===== src/rtl/ram_arb_pkg.sv =====
`default_nettype none
// ============================================================================
//  Module   : ram_arb_pkg
//  Purpose  : Shared types and width helpers for the RAM write-path arbiter.
//             arb_state_t  - arbiter FSM state encoding
//             timer_width  - bits needed to count 0..TIMEOUT-1
//             idx_width    - bits needed to index NUM_REQ requesters
//  Revision : 1.0 - initial release
// ============================================================================
package ram_arb_pkg;

    typedef enum logic [1:0] {
        ARB_IDLE  = 2'd0,
        ARB_ISSUE = 2'd1,
        ARB_WAIT  = 2'd2
    } arb_state_t;

    function automatic int timer_width(input int timeout);
        return (timeout > 1) ? $clog2(timeout) : 1;
    endfunction

    function automatic int idx_width(input int num_req);
        return (num_req > 1) ? $clog2(num_req) : 1;
    endfunction

endpackage
`default_nettype wire


===== src/rtl/ram_wr_arbiter_rr_pick.sv =====
`default_nettype none
// ============================================================================
//  Module   : rr_pick
//  Purpose  : Combinational round-robin selector. Returns the first set
//             request found when searching i_ptr, i_ptr+1, ... (mod NUM_REQ).
//  Ports    : i_req  [NUM_REQ] request vector
//             i_ptr  [IDX_W]   search start position
//             o_gnt  [NUM_REQ] one-hot winner (zero when no request)
//             o_idx  [IDX_W]   winner index
//             o_vld            at least one request present
//  Revision : 1.0 - initial release
// ============================================================================
module rr_pick
    import ram_arb_pkg::*;
#(
    parameter int NUM_REQ = 4,
    parameter int IDX_W   = idx_width(NUM_REQ)
) (
    input  logic [NUM_REQ-1:0] i_req,
    input  logic [IDX_W-1:0]   i_ptr,
    output logic [NUM_REQ-1:0] o_gnt,
    output logic [IDX_W-1:0]   o_idx,
    output logic               o_vld
);

    int               w_sum;
    logic [IDX_W-1:0] w_pos;

    always_comb begin
        o_gnt = '0;
        o_idx = '0;
        o_vld = 1'b0;
        w_sum = 0;
        w_pos = '0;
        for (int k = 0; k < NUM_REQ; k++) begin
            // Wrap the candidate position back into 0..NUM_REQ-1; the sum
            // never reaches 2*NUM_REQ so one subtraction is enough.
            w_sum = int'(i_ptr) + k;
            if (w_sum >= NUM_REQ) begin
                w_sum = w_sum - NUM_REQ;
            end
            w_pos = IDX_W'(w_sum);
            if (!o_vld && i_req[w_pos]) begin
                o_vld        = 1'b1;
                o_idx        = w_pos;
                o_gnt[w_pos] = 1'b1;
            end
        end
    end

endmodule
`default_nettype wire


===== src/rtl/ram_wr_arbiter.sv =====
`default_nettype none
// ============================================================================
//  Module   : ram_wr_arbiter
//  Purpose  : Shares one RAM write-path stage between NUM_REQ clients.
//             Round-robin grant, one transaction in flight, per-client
//             done/error pulses and a timeout guard on downstream done.
//  Ports    : i_clk, i_rst        clock, synchronous active-high reset
//             i_req  [NUM_REQ]    level request per client
//             i_addr/i_data       flat per-client address/data (client k at
//                                 [k*W +: W])
//             i_wr_done           completion pulse from downstream stage
//             o_wr_en             one-cycle write strobe
//             o_addr/o_data_wr    captured address/data of granted client
//             o_gnt  [NUM_REQ]    one-hot grant, ISSUE through end of WAIT
//             o_done/o_err        one-cycle success/timeout pulse to client
//             o_busy              high whenever the arbiter is not idle
//  Revision : 1.0 - initial release
// ============================================================================
module ram_wr_arbiter
    import ram_arb_pkg::*;
#(
    parameter int NUM_REQ   = 4,
    parameter int SIZE_DATA = 8,
    parameter int SIZE_ADDR = 8,
    parameter int TIMEOUT   = 16
) (
    input  logic                           i_clk,
    input  logic                           i_rst,
    input  logic [NUM_REQ-1:0]             i_req,
    input  logic [NUM_REQ*SIZE_ADDR-1:0]   i_addr,
    input  logic [NUM_REQ*SIZE_DATA-1:0]   i_data,
    input  logic                           i_wr_done,
    output logic                           o_wr_en,
    output logic [SIZE_ADDR-1:0]           o_addr,
    output logic [SIZE_DATA-1:0]           o_data_wr,
    output logic [NUM_REQ-1:0]             o_gnt,
    output logic [NUM_REQ-1:0]             o_done,
    output logic [NUM_REQ-1:0]             o_err,
    output logic                           o_busy
);

    localparam int c_IDX_W = idx_width(NUM_REQ);
    localparam int c_TMR_W = timer_width(TIMEOUT);
    localparam logic [c_TMR_W-1:0] c_TMR_LAST = c_TMR_W'(TIMEOUT - 1);
    localparam logic [c_IDX_W-1:0] c_IDX_LAST = c_IDX_W'(NUM_REQ - 1);

    arb_state_t            r_state, w_state_nxt;
    logic [c_IDX_W-1:0]    r_rr_ptr, w_rr_ptr_nxt;
    logic [c_IDX_W-1:0]    r_idx, w_idx_nxt;
    logic [c_TMR_W-1:0]    r_timer, w_timer_nxt;
    logic                  r_wr_en, w_wr_en_nxt;
    logic [SIZE_ADDR-1:0]  r_addr, w_addr_nxt;
    logic [SIZE_DATA-1:0]  r_data, w_data_nxt;
    logic [NUM_REQ-1:0]    r_gnt, w_gnt_nxt;
    logic [NUM_REQ-1:0]    r_done, w_done_nxt;
    logic [NUM_REQ-1:0]    r_err, w_err_nxt;
    logic                  r_busy, w_busy_nxt;

    logic [NUM_REQ-1:0]    w_pick_gnt;
    logic [c_IDX_W-1:0]    w_pick_idx;
    logic                  w_pick_vld;
    logic [c_IDX_W-1:0]    w_ptr_adv;

    logic [SIZE_ADDR-1:0]  w_addr_arr [NUM_REQ];
    logic [SIZE_DATA-1:0]  w_data_arr [NUM_REQ];

    generate
        for (genvar g = 0; g < NUM_REQ; g++) begin : g_unpack
            assign w_addr_arr[g] = i_addr[g*SIZE_ADDR +: SIZE_ADDR];
            assign w_data_arr[g] = i_data[g*SIZE_DATA +: SIZE_DATA];
        end
    endgenerate

    rr_pick #(
        .NUM_REQ (NUM_REQ),
        .IDX_W   (c_IDX_W)
    ) u_rr_pick (
        .i_req (i_req),
        .i_ptr (r_rr_ptr),
        .o_gnt (w_pick_gnt),
        .o_idx (w_pick_idx),
        .o_vld (w_pick_vld)
    );

    // Pointer moves to the client after the one just served, so a client
    // that keeps requesting is reached within NUM_REQ-1 transactions.
    assign w_ptr_adv = (r_idx == c_IDX_LAST) ? '0 : r_idx + 1'b1;

    always_comb begin
        w_state_nxt  = r_state;
        w_rr_ptr_nxt = r_rr_ptr;
        w_idx_nxt    = r_idx;
        w_timer_nxt  = r_timer;
        w_wr_en_nxt  = 1'b0;
        w_addr_nxt   = r_addr;
        w_data_nxt   = r_data;
        w_gnt_nxt    = r_gnt;
        w_done_nxt   = '0;
        w_err_nxt    = '0;
        case (r_state)
            ARB_IDLE: begin
                if (w_pick_vld) begin
                    w_state_nxt = ARB_ISSUE;
                    w_idx_nxt   = w_pick_idx;
                    w_gnt_nxt   = w_pick_gnt;
                    w_addr_nxt  = w_addr_arr[w_pick_idx];
                    w_data_nxt  = w_data_arr[w_pick_idx];
                    w_wr_en_nxt = 1'b1;
                end
            end
            ARB_ISSUE: begin
                // i_wr_done is deliberately not looked at here.
                w_timer_nxt = '0;
                w_state_nxt = ARB_WAIT;
            end
            ARB_WAIT: begin
                if (i_wr_done) begin
                    // Done takes priority over a simultaneous timeout.
                    w_done_nxt   = r_gnt;
                    w_gnt_nxt    = '0;
                    w_rr_ptr_nxt = w_ptr_adv;
                    w_state_nxt  = ARB_IDLE;
                end else if (r_timer == c_TMR_LAST) begin
                    w_err_nxt    = r_gnt;
                    w_gnt_nxt    = '0;
                    w_rr_ptr_nxt = w_ptr_adv;
                    w_state_nxt  = ARB_IDLE;
                end else begin
                    w_timer_nxt = r_timer + 1'b1;
                end
            end
            default: begin
                w_state_nxt = ARB_IDLE;
                w_gnt_nxt   = '0;
            end
        endcase
        w_busy_nxt = (w_state_nxt != ARB_IDLE);
    end

    always_ff @(posedge i_clk) begin
        if (i_rst) begin
            r_state  <= ARB_IDLE;
            r_rr_ptr <= '0;
            r_idx    <= '0;
            r_timer  <= '0;
            r_wr_en  <= 1'b0;
            r_addr   <= '0;
            r_data   <= '0;
            r_gnt    <= '0;
            r_done   <= '0;
            r_err    <= '0;
            r_busy   <= 1'b0;
        end else begin
            r_state  <= w_state_nxt;
            r_rr_ptr <= w_rr_ptr_nxt;
            r_idx    <= w_idx_nxt;
            r_timer  <= w_timer_nxt;
            r_wr_en  <= w_wr_en_nxt;
            r_addr   <= w_addr_nxt;
            r_data   <= w_data_nxt;
            r_gnt    <= w_gnt_nxt;
            r_done   <= w_done_nxt;
            r_err    <= w_err_nxt;
            r_busy   <= w_busy_nxt;
        end
    end

    assign o_wr_en   = r_wr_en;
    assign o_addr    = r_addr;
    assign o_data_wr = r_data;
    assign o_gnt     = r_gnt;
    assign o_done    = r_done;
    assign o_err     = r_err;
    assign o_busy    = r_busy;

endmodule
`default_nettype wire


===== config.mk =====
export PLATFORM = sky130hd
export DESIGN_NAME = ram_wr_arbiter
export DESIGN_NICKNAME = d
export VERILOG_FILES = /design/src/rtl/ram_arb_pkg.sv /design/src/rtl/ram_wr_arbiter_rr_pick.sv /design/src/rtl/ram_wr_arbiter.sv
export SDC_FILE = /design/constraint.sdc
export NUM_CORES = 1
export LEC_CHECK = 0
export ABC_AREA = 0
export BUFFER_PORTS_ARGS = -buffer_cell sky130_fd_sc_hd__buf_2
export CAP_MARGIN = 40
export CORE_AREA = 2 2 83 85
export DETAILED_ROUTE_END_ITERATION = 10
export DIE_AREA = 0 0 85 87
export PLACE_DENSITY_LB_ADDON = 0.12
export SLEW_MARGIN = 10
export SYNTH_ARGS = -nofsm -noshare
export SYNTH_HDL_FRONTEND = slang
export SYNTH_SLANG_ARGS = --single-unit

===== constraint.sdc =====
create_clock -name i_clk -period 3.54 [get_ports i_clk]
set_input_delay 0.354 -clock i_clk [delete_from_list [all_inputs] [get_ports i_clk]]
set_output_delay 0.354 -clock i_clk [all_outputs]
set_load 0.05 [all_outputs]

Yosys cells after proc, flatten, opt, wreduce, memory -nomap -nowiden
Cells that the tools add are included.

$add $sub $neg: 9. Reductions and logical operators: 21. Equal/unequal tests: 8. Mux-type cells: 53. Bitwise operators: 9. Magnitude comparators: 13.

Operators with widths (count): $mux W4 (9); $bmux W8 S2 (2); $mux W8 (4); $mux W2 (14); $mux W1 (13); $ge A3 B3 Y1 const B (4); $lt A2 B3 Y1 const B (4); $or A4 B4 Y4 (3); $pmux W4 S3 (1); $bmux W1 S2 (4); $demux W1 S2 (4); $ge A2 B1 Y1 const B (4); $pmux W4 S2 (1); $sub A2 B1 Y2 const B (4); $logic_and A1 B1 Y1 (7); $add A2 B2 Y3 const B (2); $pmux W2 S3 (1); $reduce_and A3 Y1 (2); $reduce_bool A2 Y1 (3); $not A1 Y1 (5); $add A4 B1 Y4 const B (1); $eq A2 B2 Y1 const B (2); $eq A4 B4 Y1 const B (1); $ne A2 B2 Y1 const B (2); 13 further kinds (16).

Bits in registers: 40. Word-level logic and storage cells: 124. Bits of input ports: 71.

Logic depth before layout (Yosys ltp)
Depth after elaboration: 18. Depth in mapped cells: 14. Gate-level depth less buffers: 8.

Hierarchy
Synthesis repeated with hierarchy kept, for this count alone.

Cell total of the unflattened synthesis: 188. Area total of the unflattened synthesis: 2232.1 um^2.

By module, submodules not included: ram_wr_arbiter (area each 1810.5 um^2, times used 1, cells each 143); rr_pick (area each 421.7 um^2, times used 1, cells each 45).

Worst setup path after synthesis
Ideal clock, no wire load.

Kind: flip-flop to flip-flop. Start point: register r_rr_ptr[0]. End point: register r_addr[1], in the netlist o_addr[1]. Path slack: 232 ps. Arrival: 3218 ps. Buffers on the path: 5. Cell stages (with the launch flop): 13. Setup time: 91 ps. Cells stage by stage: dfxtp_1 -> bufinv_8 -> clkbuf_1 -> clkbuf_1 -> ha_1 -> clkbuf_1 -> mux4_2 -> o21a_4 -> o21bai_4 -> buf_8 -> buf_12 -> mux2i_1 -> a311oi_1.

Cells in the longest elaborated chain, start to end: 18.

Ends and longest elaborated chain: start: declaration (RTL line ram_wr_arbiter.sv:48) `logic [c_IDX_W-1:0] r_rr_ptr, w_rr_ptr_nxt;`; start signal: assignment (RTL line ram_wr_arbiter.sv:155) `r_rr_ptr <= w_rr_ptr_nxt;`; branches (longest 18 deep; another with $add A2 B1 Y3); end signal: assignment (RTL line ram_wr_arbiter.sv:159) `r_addr <= w_addr_nxt;`; end: declaration (RTL line ram_wr_arbiter.sv:52) `logic [SIZE_ADDR-1:0] r_addr, w_addr_nxt;`.

Parallel ways; which one is timed is not known. The select of a mux whose other input is x is not followed. A chain may end at the register's enable or synchronous reset.

Final worst setup path
Start point: register r_rr_ptr[1]. End point: register r_data[4], in the netlist o_data_wr[4].

Cells in the longest elaborated chain, start to end: 18.

Ends and longest elaborated chain: branches (longest 18 deep; another with $add A2 B1 Y3); end signal: assignment (RTL line ram_wr_arbiter.sv:160) `r_data <= w_data_nxt;`; end: declaration (RTL line ram_wr_arbiter.sv:53) `logic [SIZE_DATA-1:0] r_data, w_data_nxt;`.

Parallel ways; which one is timed is not known. The select of a mux whose other input is x is not followed.

==> flow_summary.ini <==
[pwr]
pwr-share-comb_pct = 35.9
swShare_pct = 37.9
power.density_cell_area_nw_per_um2 = 416
p_switching_w = 0.000539
cell_internal_pwr_w = 0.000884
p_leak_nw = 1.45
vdd_ir_drop_max_mv = 0.249
p_clk_share_pct = 27.4
report.power.total_w = 0.00142
power_frac_seq_pct = 36.6

[global_route]
grt_start_max_net_pins = 49
overflow = 0
grt_first_pass_wirelength_um = 12200
grt_antenna_before_repair = 0
global_routing_usage_summed_across_all_routing_layers_pct = 20.3
grt_pass1_vias = 2596

[timing]
clock_skew_ns = 0.00862
rsz_0062_raised_after_global_routing = false
maxSlewHeadroom_pct = 45.7
setup_total_negative_slack_ns = 0
max_clock_freq_mhz = 321
timing.final.setup_violations = 0
finalCritPeriodShare_pct = 88.1
min_period_ns = 3.12
final_max_slew_viol_count = 0
timing.final.hold_violations = 0
timing_worst_slew_pin_value_ns = 0.809

[outcome]
status = finished, final reports clean

[routing]
routed_via_density = 5.76
avgRoutedWirePerCell_um = 15.4
dr.pass1.iters = 4
detail-route-antenna-nets = 0
drt_iter0_markers = 165
routed_wirelength_um = 7400
detail_route.drc_violations = 0
num_vias = 2758

[worst_hold_path]
hold_class = in2reg
hold_path_startpoint = i_addr[2]

[worst_setup_path]
critical_path.endpoint_type = flip-flop
startpoint_type = flip-flop
timing.critical_path.required_ns = 3.75
timing.critical_path.fanout_max = 18
worstPathArrival_ns = 3.33
worst-setup-path-type = reg2reg
worstSetupStartpoint = r_rr_ptr[1]
crit-reg2reg-launch = r_rr_ptr[1]

[layout]
fillCellCount = 632
fin_nets = 478
multi_input_area_sq_um = 1830
antenna_diodes = 0
seq_area_sq_um = 801
areaGrowthSynthToFinish_pct = 21.1
proportion_of_layout_cells_with_a_drive_suffix_above_1_pct = 33.1

[floorplanning]
ioPinCount = 101
fp.dieW_um = 85
chipHeight_um = 87
die-area_sq_um = 7400
initial_core_util_pct = 43.0
floorplan.core_area_sq_um = 6570
rows = 30

[yosys]
synth-compound-area-share_pct = 27.8
synth_area_sq_um = 2820
synth_top_cell_area_share_pct = 28.4
yosysTopAreaCell = sky130_fd_sc_hd__dfxtp_1
netlist_instances = 310
synth_net_count = 390
ys_dominant_reg_cell = sky130_fd_sc_hd__dfxtp_1
synth.area.top_cells = sky130_fd_sc_hd__dfxtp_1, sky130_fd_sc_hd__mux2i_1, sky130_fd_sc_hd__o2111a_1, sky130_fd_sc_hd__a22oi_1, sky130_fd_sc_hd__nand2_1
post_synth_mux_area_share_pct = 16.6
post_synth_fa_ha_maj_area_fraction_pct = 3.99
yosys.area_share.simple_pct = 15.2
synth_edf_count = 0
post_synth_xor_area_fraction_pct = 0.930
synth_seq_cells = 40
synth_cell_type_count = 49
post_synth_top_cells = sky130_fd_sc_hd__dfxtp_1, sky130_fd_sc_hd__nand2_1, sky130_fd_sc_hd__mux2i_1
syn_area_per_cell_sq_um = 9.11
synth_async_reset_ratio_pct = 0
ys_seq_area_share_pct = 28.4
synth-warning-count = 0
main_combinational_cell_family_by_area_after_synthesis = compound AO/OA/AOI/OAI gates

[cts]
clock_net_sink_count = 40
cts_max_path_buffers = 2
postCtsHoldBufs = 0
tritoncts_clock_tree = yes
clk-insertion-delay-late_ns = 0.30
root_buffer = sky130_fd_sc_hd__clkbuf_8
number_of_gates_resized_after_cts = 0
postCtsSetupRepairBufs = 0
cts_made_buffers = 5
cts_max_level = 2
clk_transition_reported_paths_ns = 0.09

[placed_design]
dp.final_hpwl_um = 5260
portBuffers = 100
last_weighted_congestion_value_of_the_routability_driven_placer = 0.786

[flow_run]
cap_viol_max_count = 0
[through the flow]
step                worst slack [ns]  instance area (sq um)  util [%]  cells  hold WS (ns)
floorplan                      0.232                   2820         -    310         0.465
global placement               0.562                   3310      50.4    471         0.472
detailed placement             0.397                   3310      50.4    471         0.492
CTS                            0.395                   3420      52.1    479         0.393
global route                   0.190                   3420      52.1    479         0.406
finish                         0.423                   3420      52.1    479         0.392
[layout by cell type, fill, tap and decap left out, types with 3 or more instances in the layout]
cell                         n
sky130_fd_sc_hd__buf_2     100
sky130_fd_sc_hd__nand2b_1    3
sky130_fd_sc_hd__a311oi_1   16
sky130_fd_sc_hd__buf_4       6
sky130_fd_sc_hd__nor3b_1     3
sky130_fd_sc_hd__nor3_1      6
sky130_fd_sc_hd__nor2_1     17
sky130_fd_sc_hd__dfxtp_1    40
sky130_fd_sc_hd__inv_1       3
sky130_fd_sc_hd__ha_1        9
sky130_fd_sc_hd__a21oi_1    21
sky130_fd_sc_hd__a221oi_1    4
sky130_fd_sc_hd__o2111a_1   16
sky130_fd_sc_hd__mux2i_1    39
sky130_fd_sc_hd__a22oi_1    20
sky130_fd_sc_hd__and2_1      8
sky130_fd_sc_hd__nand2_1    40
sky130_fd_sc_hd__clkbuf_8    5
sky130_fd_sc_hd__o21ai_0     5
sky130_fd_sc_hd__mux4_2      3
[state kept, by name, summed over array words and instances (netlist names)]
| signal | count |
|---|---|
| o_done | 4 |
| r_rr_ptr | 2 |
| o_data_wr | 8 |
| o_busy | 1 |
| r_idx | 2 |
| o_addr | 8 |
| o_err | 4 |
| r_state | 2 |
| o_wr_en | 1 |
| r_timer | 4 |
| o_gnt | 4 |
[worst max-delay path, cell delays in order, from the launching register on]
cell,delay [ns]
sky130_fd_sc_hd__dfxtp_1,0.52
sky130_fd_sc_hd__inv_1,0.19
sky130_fd_sc_hd__ha_1,0.34
sky130_fd_sc_hd__mux4_2,0.41
sky130_fd_sc_hd__nor2b_2,0.35
sky130_fd_sc_hd__nor2_8,0.16
sky130_fd_sc_hd__o21bai_4,0.58
sky130_fd_sc_hd__mux2i_1,0.16
sky130_fd_sc_hd__a311oi_1,0.30
[area by class of cell]
class | count | area share, %
repair buffers | 106 | 15.9
flip-flops and latches | 40 | 23.4
clock buffers | 5 | 2.01
inverters | 5 | 0.951
multi-input cells | 240 | 53.5
clock inverters | 3 | 1.24
well taps | 80 | 2.93
[power by group through the flow]
| stage | logic (W) | clock network, W | registers (W) |
|---|---|---|---|
| floorplan | 0.000287 | 0 | 0.000640 |
| global placement | 0.000509 | 0 | 0.000531 |
| detailed placement | 0.000514 | 0 | 0.000533 |
| CTS | 0.000515 | 0.000401 | 0.000522 |
| global route | 0.000555 | 0.000421 | 0.000528 |
| finish | 0.000511 | 0.000390 | 0.000522 |
[final timing paths]
check	to	slack (ns)	cells after the start
worst max-delay path	o_data_wr[4]	0.42	8
worst min-delay path	o_addr[2]	0.39	3
worst max register to register	o_data_wr[4]	0.42	8
worst min register to register	o_gnt[0]	0.50	2
[routing by layer]
layer	GRT usage [%]	share of wire, %
met5	0	0
met4	6.20	1.6
met3	5.02	6.7
met2	34.2	47
met1	25.8	44
[kinds of logic after synthesis]
kind of cell,after synthesis
compound gates,96
xor+xnor,3
fa+ha+maj,9
buf+inv,30
flops,40
mux,43
simple gates,89
Power figures use the tool's default switching activity.
